===== config.mk =====
export PLATFORM = sky130hd
export DESIGN_NAME = intr_dispatcher
export DESIGN_NICKNAME = d
export VERILOG_FILES = /design/src/rtl/intr_dispatcher.sv
export SDC_FILE = /design/constraint.sdc
export NUM_CORES = 1
export LEC_CHECK = 0
export BUFFER_PORTS_ARGS = -buffer_cell sky130_fd_sc_hd__buf_2
export CAP_MARGIN = 10
export CORE_MARGIN = 4
export CORE_UTILIZATION = 25
export CTS_CLUSTER_SIZE = 16
export DETAILED_ROUTE_END_ITERATION = 10
export GPL_TIMING_DRIVEN = 0
export MAX_ROUTING_LAYER = met4
export PLACE_DENSITY = 0.43
export SLEW_MARGIN = 20
export SYNTH_ARGS = -nofsm -noshare
export SYNTH_HDL_FRONTEND = slang
export SYNTH_SLANG_ARGS = --single-unit

===== constraint.sdc =====
create_clock -name clk_i -period 3.25 [get_ports clk_i]
set_input_delay 0.325 -clock clk_i [delete_from_list [all_inputs] [get_ports clk_i]]
set_output_delay 0.325 -clock clk_i [all_outputs]
set_load 0.02 [all_outputs]

===== src/rtl/intr_dispatcher.sv =====
// intr_dispatcher: picks one pending interrupt source and presents it to the CPU.
// It then runs a claim/complete handshake and returns a one-cycle one-hot ack
// to the interrupt controller. A claim timeout abandons unserviced requests.
// Optional build macro INTR_DISPATCH_RR_EN selects round-robin arbitration.
// Without it, arbitration is fixed priority with the lowest index first.
module intr_dispatcher #(
    parameter int INTR_WIDTH    = 8,
    parameter int ID_WIDTH      = $clog2(INTR_WIDTH),
    parameter int CLAIM_TIMEOUT = 255
) (
    input  logic                  clk_i,
    input  logic                  reset_n_i,
    input  logic [INTR_WIDTH-1:0] intr_pending_i,
    output logic [INTR_WIDTH-1:0] intr_ack_o,
    output logic                  cpu_irq_o,
    output logic [ID_WIDTH-1:0]   cpu_irq_id_o,
    input  logic                  cpu_claim_i,
    input  logic                  cpu_complete_i,
    input  logic [ID_WIDTH-1:0]   cpu_complete_id_i,
    output logic                  busy_o,
    output logic                  timeout_err_o,
    input  logic                  err_clear_i
);

    // The counter only has to reach CLAIM_TIMEOUT-1 before the state is left.
    localparam int CNT_W = (CLAIM_TIMEOUT < 2) ? 1 : $clog2(CLAIM_TIMEOUT);
    localparam logic [CNT_W-1:0] CNT_LAST = CNT_W'(CLAIM_TIMEOUT - 1);
    localparam logic [CNT_W-1:0] CNT_MAX  = '1;

    typedef enum logic [1:0] {
        S_IDLE    = 2'd0,
        S_PRESENT = 2'd1,
        S_SERVICE = 2'd2,
        S_ACK     = 2'd3
    } state_e;

    state_e                  state_q, state_d;
    logic [ID_WIDTH-1:0]     id_q, id_d;
    logic                    mask_q, mask_d;
    logic [CNT_W-1:0]        cnt_q, cnt_d;
    logic                    err_q, err_d;

    logic                    irq_q;
    logic [ID_WIDTH-1:0]     irq_id_q;
    logic [INTR_WIDTH-1:0]   ack_q, ack_d;
    logic                    busy_q;

    logic [INTR_WIDTH-1:0]   masked_pending;
    logic                    win_valid;
    logic [ID_WIDTH-1:0]     win_id;

`ifdef INTR_DISPATCH_RR_EN
    logic [ID_WIDTH-1:0]     rr_q, rr_d;
    logic [ID_WIDTH:0]       rr_sum;
    logic [ID_WIDTH-1:0]     rr_idx;

    function automatic logic [ID_WIDTH-1:0] next_id(input logic [ID_WIDTH-1:0] id);
        return (id == ID_WIDTH'(INTR_WIDTH - 1)) ? '0 : id + 1'b1;
    endfunction
`endif

    // The source just acknowledged is hidden for one IDLE cycle.
    // This gives the controller time to drop its pending bit.
    for (genvar gi = 0; gi < INTR_WIDTH; gi++) begin : g_mask
        assign masked_pending[gi] = intr_pending_i[gi] &
                                    ~(mask_q && (id_q == ID_WIDTH'(gi)));
    end

`ifdef INTR_DISPATCH_RR_EN
    // Round-robin search: the first pending source at or after rr_q wins.
    always_comb begin
        win_valid = 1'b0;
        win_id    = '0;
        rr_sum    = '0;
        rr_idx    = '0;
        for (int i = 0; i < INTR_WIDTH; i++) begin
            rr_sum = {1'b0, rr_q} + (ID_WIDTH+1)'(i);
            if (rr_sum >= (ID_WIDTH+1)'(INTR_WIDTH)) begin
                rr_sum = rr_sum - (ID_WIDTH+1)'(INTR_WIDTH);
            end
            rr_idx = rr_sum[ID_WIDTH-1:0];
            if (!win_valid && masked_pending[rr_idx]) begin
                win_valid = 1'b1;
                win_id    = rr_idx;
            end
        end
    end
`else
    // Fixed priority: scan downward so the lowest set index is the last write.
    always_comb begin
        win_valid = 1'b0;
        win_id    = '0;
        for (int i = INTR_WIDTH - 1; i >= 0; i--) begin
            if (masked_pending[i]) begin
                win_valid = 1'b1;
                win_id    = ID_WIDTH'(i);
            end
        end
    end
`endif

    // Next-state logic for the handshake sequencer and its bookkeeping.
    always_comb begin
        state_d = state_q;
        id_d    = id_q;
        mask_d  = mask_q;
        cnt_d   = cnt_q;
        err_d   = err_q;
`ifdef INTR_DISPATCH_RR_EN
        rr_d    = rr_q;
`endif
        // Any expiry below overrides a clear in the same cycle.
        if (err_clear_i) begin
            err_d = 1'b0;
        end
        case (state_q)
            S_IDLE: begin
                mask_d = 1'b0;
                if (win_valid) begin
                    id_d    = win_id;
                    cnt_d   = '0;
                    state_d = S_PRESENT;
`ifdef INTR_DISPATCH_RR_EN
                    rr_d    = next_id(win_id);
`endif
                end
            end
            S_PRESENT: begin
                if (cpu_claim_i) begin
                    state_d = S_SERVICE;
                end else if (!intr_pending_i[id_q]) begin
                    state_d = S_IDLE;
                end else if ((CLAIM_TIMEOUT != 0) && (cnt_q == CNT_LAST)) begin
                    err_d   = 1'b1;
                    state_d = S_IDLE;
`ifdef INTR_DISPATCH_RR_EN
                    rr_d    = next_id(id_q);
`endif
                end else if (cnt_q != CNT_MAX) begin
                    cnt_d = cnt_q + 1'b1;
                end
            end
            S_SERVICE: begin
                if (cpu_complete_i && (cpu_complete_id_i == id_q)) begin
                    state_d = S_ACK;
                end
            end
            S_ACK: begin
                state_d = S_IDLE;
                mask_d  = 1'b1;
            end
            default: begin
                state_d = S_IDLE;
            end
        endcase
    end

    // The ack is decoded from the next state, so the registered pulse
    // lines up exactly with the ACK state.
    for (genvar gi = 0; gi < INTR_WIDTH; gi++) begin : g_ack
        assign ack_d[gi] = (state_d == S_ACK) && (id_d == ID_WIDTH'(gi));
    end

    // State, bookkeeping and registered outputs.
    always_ff @(posedge clk_i or negedge reset_n_i) begin
        if (!reset_n_i) begin
            state_q  <= S_IDLE;
            id_q     <= '0;
            mask_q   <= 1'b0;
            cnt_q    <= '0;
            err_q    <= 1'b0;
            irq_q    <= 1'b0;
            irq_id_q <= '0;
            ack_q    <= '0;
            busy_q   <= 1'b0;
        end else begin
            state_q  <= state_d;
            id_q     <= id_d;
            mask_q   <= mask_d;
            cnt_q    <= cnt_d;
            err_q    <= err_d;
            irq_q    <= (state_d == S_PRESENT);
            irq_id_q <= id_d;
            ack_q    <= ack_d;
            busy_q   <= (state_d != S_IDLE);
        end
    end

`ifdef INTR_DISPATCH_RR_EN
    // Round-robin pointer.
    always_ff @(posedge clk_i or negedge reset_n_i) begin
        if (!reset_n_i) begin
            rr_q <= '0;
        end else begin
            rr_q <= rr_d;
        end
    end
`endif

    assign intr_ack_o    = ack_q;
    assign cpu_irq_o     = irq_q;
    assign cpu_irq_id_o  = irq_id_q;
    assign busy_o        = busy_q;
    assign timeout_err_o = err_q;

endmodule

==> impl_metrics.toml <==
[yosys]
ys_seq_elements = 25
ys_top_cells_by_area = "dfrtp_1 (37%), ha_1 (4.4%), o31ai_1 (2.6%), nand2_1 (2.4%), a21oi_1 (2.3%)"
syn_avg_cell_area_um2 = 9.725
synthFlopType = "dfrtp_1"
synthMostInstantiatedCell = "dfrtp_1"
ys_types = 59
yosysTopAreaCell = "dfrtp_1"
yosysSeqAreaShare = 0.3655
ys_top_cells_by_count = "dfrtp_1 (25), nand2_1 (11), inv_1 (10), nor2_1 (10), a21oi_1 (8)"
synthArstFlopShare = 1.000
synth_area_mm2 = 0.001712
syn-num-nets = 198
synth-edff-count = 0
synth_cells = 176
yosysWarnings = 0
yosys.area.top_type_share = 0.3655

[worst_setup_path]
endpoint_kind = "flop"
cpPeakStageDelay_ns = 0.41
reg2reg_depth = 8
rrSetupSlack_ns = 0.58
worst-path-buf-inv = 2
path_max_fanout = 9
crit_cells = 8
cp_data_required_time_ns = 3.41
startpoint_type = "flop"
arrival_ns = 2.83
crit_chain = "inv_1 > ha_1 > inv_1 > a221oi_2 > nand3_2 > o31a_1 > or3_1 > mux2_4"
critPathSlowestCell = "dfrtp_1"
critPathMostFrequentCell = "inv_1"
worst-setup-path-type = "reg -> reg"
cp_top_family = "compound AO/OA/AOI/OAI gates"

[place]
dp_hpwl_mm = 3.241
io_buffers = 29
dpl_cell_area_mm2 = 0.001953
place.gp.congestion = 0.7563

[pwr]
powerDensity_mw_per_mm2 = 759.0
leakagePower_nw = 0.8956
ir_drop_mv = 0.2596
total_power_mw = 1.517

[clock_tree]
cts_setup_buffers = 0
cts.sinks = 25
cts_tree = "yes"
ctsResizeCount = 0
cts_buffers = 3
root_buffer = "clkbuf_8"
clkSlewWorstSetupHoldPaths_ns = 0.09
cts_buffer_depth = 2
clk_latency_ns = 0.27
htree_levels = 1
holdBufCountCts = 0

[drt]
ant_nets = 0
via_count = 1520
drtIter0Drc = 54
first_pass_iters = 4
routed_wl_mm = 4.277
route.detailed.drc = 0
vias_per_cell = 5.315
wl_per_cell_um = 14.95

[timing]
clock.fmax_mhz = 373.9
slew_viol_final = 0
slew_headroom = 0.5800
hold_violations = 0
worstMarginPinSlew_ns = 0.6294
setup_tns_ns = 0
min_period_ns = 2.674
setup_violations = 0
rsz0062_at_grt = "no"
clock_skew_ns = 0.006690
finalCritPeriodShare = 0.8228

[die]
initial_utilization = 0.2635
dieWidth_um = 90.75
core_area_mm2 = 0.006495
ios = 30
dieArea_mm2 = 0.008235
fp.dieH_um = 90.75
rows = 29

[finish]
n_antenna_cell = 0
stdcell_area_mm2 = 0.001999
syn_to_final_growth_pct = 16.81
drive_above_1_share = 0.2584
nets = 232

[grt]
grt_first_pass_wirelength_mm = 7.383
grt_pass1_vias = 1521
antenna_found_initial = 0
grt_max_degree = 26
grt-ovfl-total = 0
track_usage = 0.1106

[outcome]
outcome = "finished, final reports clean"

[job]
maxCapViolCount = 0

[hold_path]
hold_class = "in -> async"
==> registers in the layout (all words and copies together), names as in the netlist <==
name,cells
busy_o,1
cnt_q,8
cpu_irq_id_o,3
cpu_irq_o,1
intr_ack_o,8
mask_q,1
state_q,2
timeout_err_o,1
==> worst register-to-register path: cells and delay by family (launching register included) <==
family / cells / cell delay, ns
compound gates: 2 / 0.72
simple gates: 2 / 0.55
flops: 1 / 0.41
buf+inv: 2 / 0.31
mux: 1 / 0.30
fa+ha+maj: 1 / 0.28
==> cells in the final DEF, fill, tap and decap left out, types with 4 or more instances in the layout <==
cell and n:
nor4_1 4, nand2_1 11, nand4_1 5, a211oi_1 4
o31ai_1 6, inv_1 10, o22ai_1 4, buf_2 32
a21oi_1 8, ha_1 6, o21ai_0 7, dfrtp_1 25
nor2_1 10
==> power breakdown <==
| group | total (mW) | switching, mW | internal, mW |
|---|---|---|---|
| sequential | 0.440 | 0.0631 | 0.377 |
| clock | 0.186 | 0.100 | 0.0857 |
| combinational | 0.891 | 0.558 | 0.333 |
==> area by class of cell <==
cell class | instances | area (um2)
fillers | 687 | 4496
well taps | 77 | 96.34
flip-flops and latches | 25 | 625.6
clock inverters | 1 | 5.005
multi-input cells | 135 | 998.5
inverters | 10 | 37.54
repair buffers | 29 | 145.1
plain buffers | 6 | 50.05
clock buffers | 3 | 41.29
==> per-layer routing <==
metal | wire [um] | vias to the layer above | track usage
met4 | 30 | 0 | 0.02296
met1 | 2133 | 737 | 0.1545
met3 | 180 | 2 | 0.02417
met5 | 0 | - | -
li1 | - | 748 | -
met2 | 1932 | 33 | 0.1643
==> per-stage QoR <==
stage / instances / hold slack (ns) / setup WS, ns / util
after floorplan: 176 / 0.02941 / 0.8130 / -
after global placement: 282 / 0.3783 / 0.5322 / 0.3007
after detailed placement: 282 / 0.3610 / 0.5761 / 0.3007
after CTS: 286 / 0.06554 / 0.5691 / 0.3078
after global routing: 286 / 0.08180 / 0.4091 / 0.3078
final: 286 / 0.04330 / 0.5758 / 0.3078
==> cell families (layout without fill, tap and decap cells) <==
logic type | count (synthesis) | count (layout) | share of synthesized area
xor gates and xnor gates | 3 | 3 | 0.01535
adders and majority gates | 6 | 6 | 0.04386
AOI/OAI and AO/OA | 59 | 59 | 0.2668
buffers and inverters | 16 | 49 | 0.05117
and+or+nand+nor | 59 | 59 | 0.1952
DFF | 25 | 25 | 0.3655
muxes | 8 | 8 | 0.06213
==> path summary, 6_finish.rpt <==
| path | start | end |
|---|---|---|
| setup / recovery | state_q[1] | cnt_q[5] |
| hold / removal | reset_n_i | cpu_irq_id_o[0] |
| setup reg to reg | state_q[1] | cnt_q[5] |
| hold reg to reg | cnt_q[6] | cnt_q[6] |
| max in group asynchronous | reset_n_i | cpu_irq_id_o[2] |
| min in group clk_i | err_clear_i | timeout_err_o |
Power figures use the tool's default switching activity.
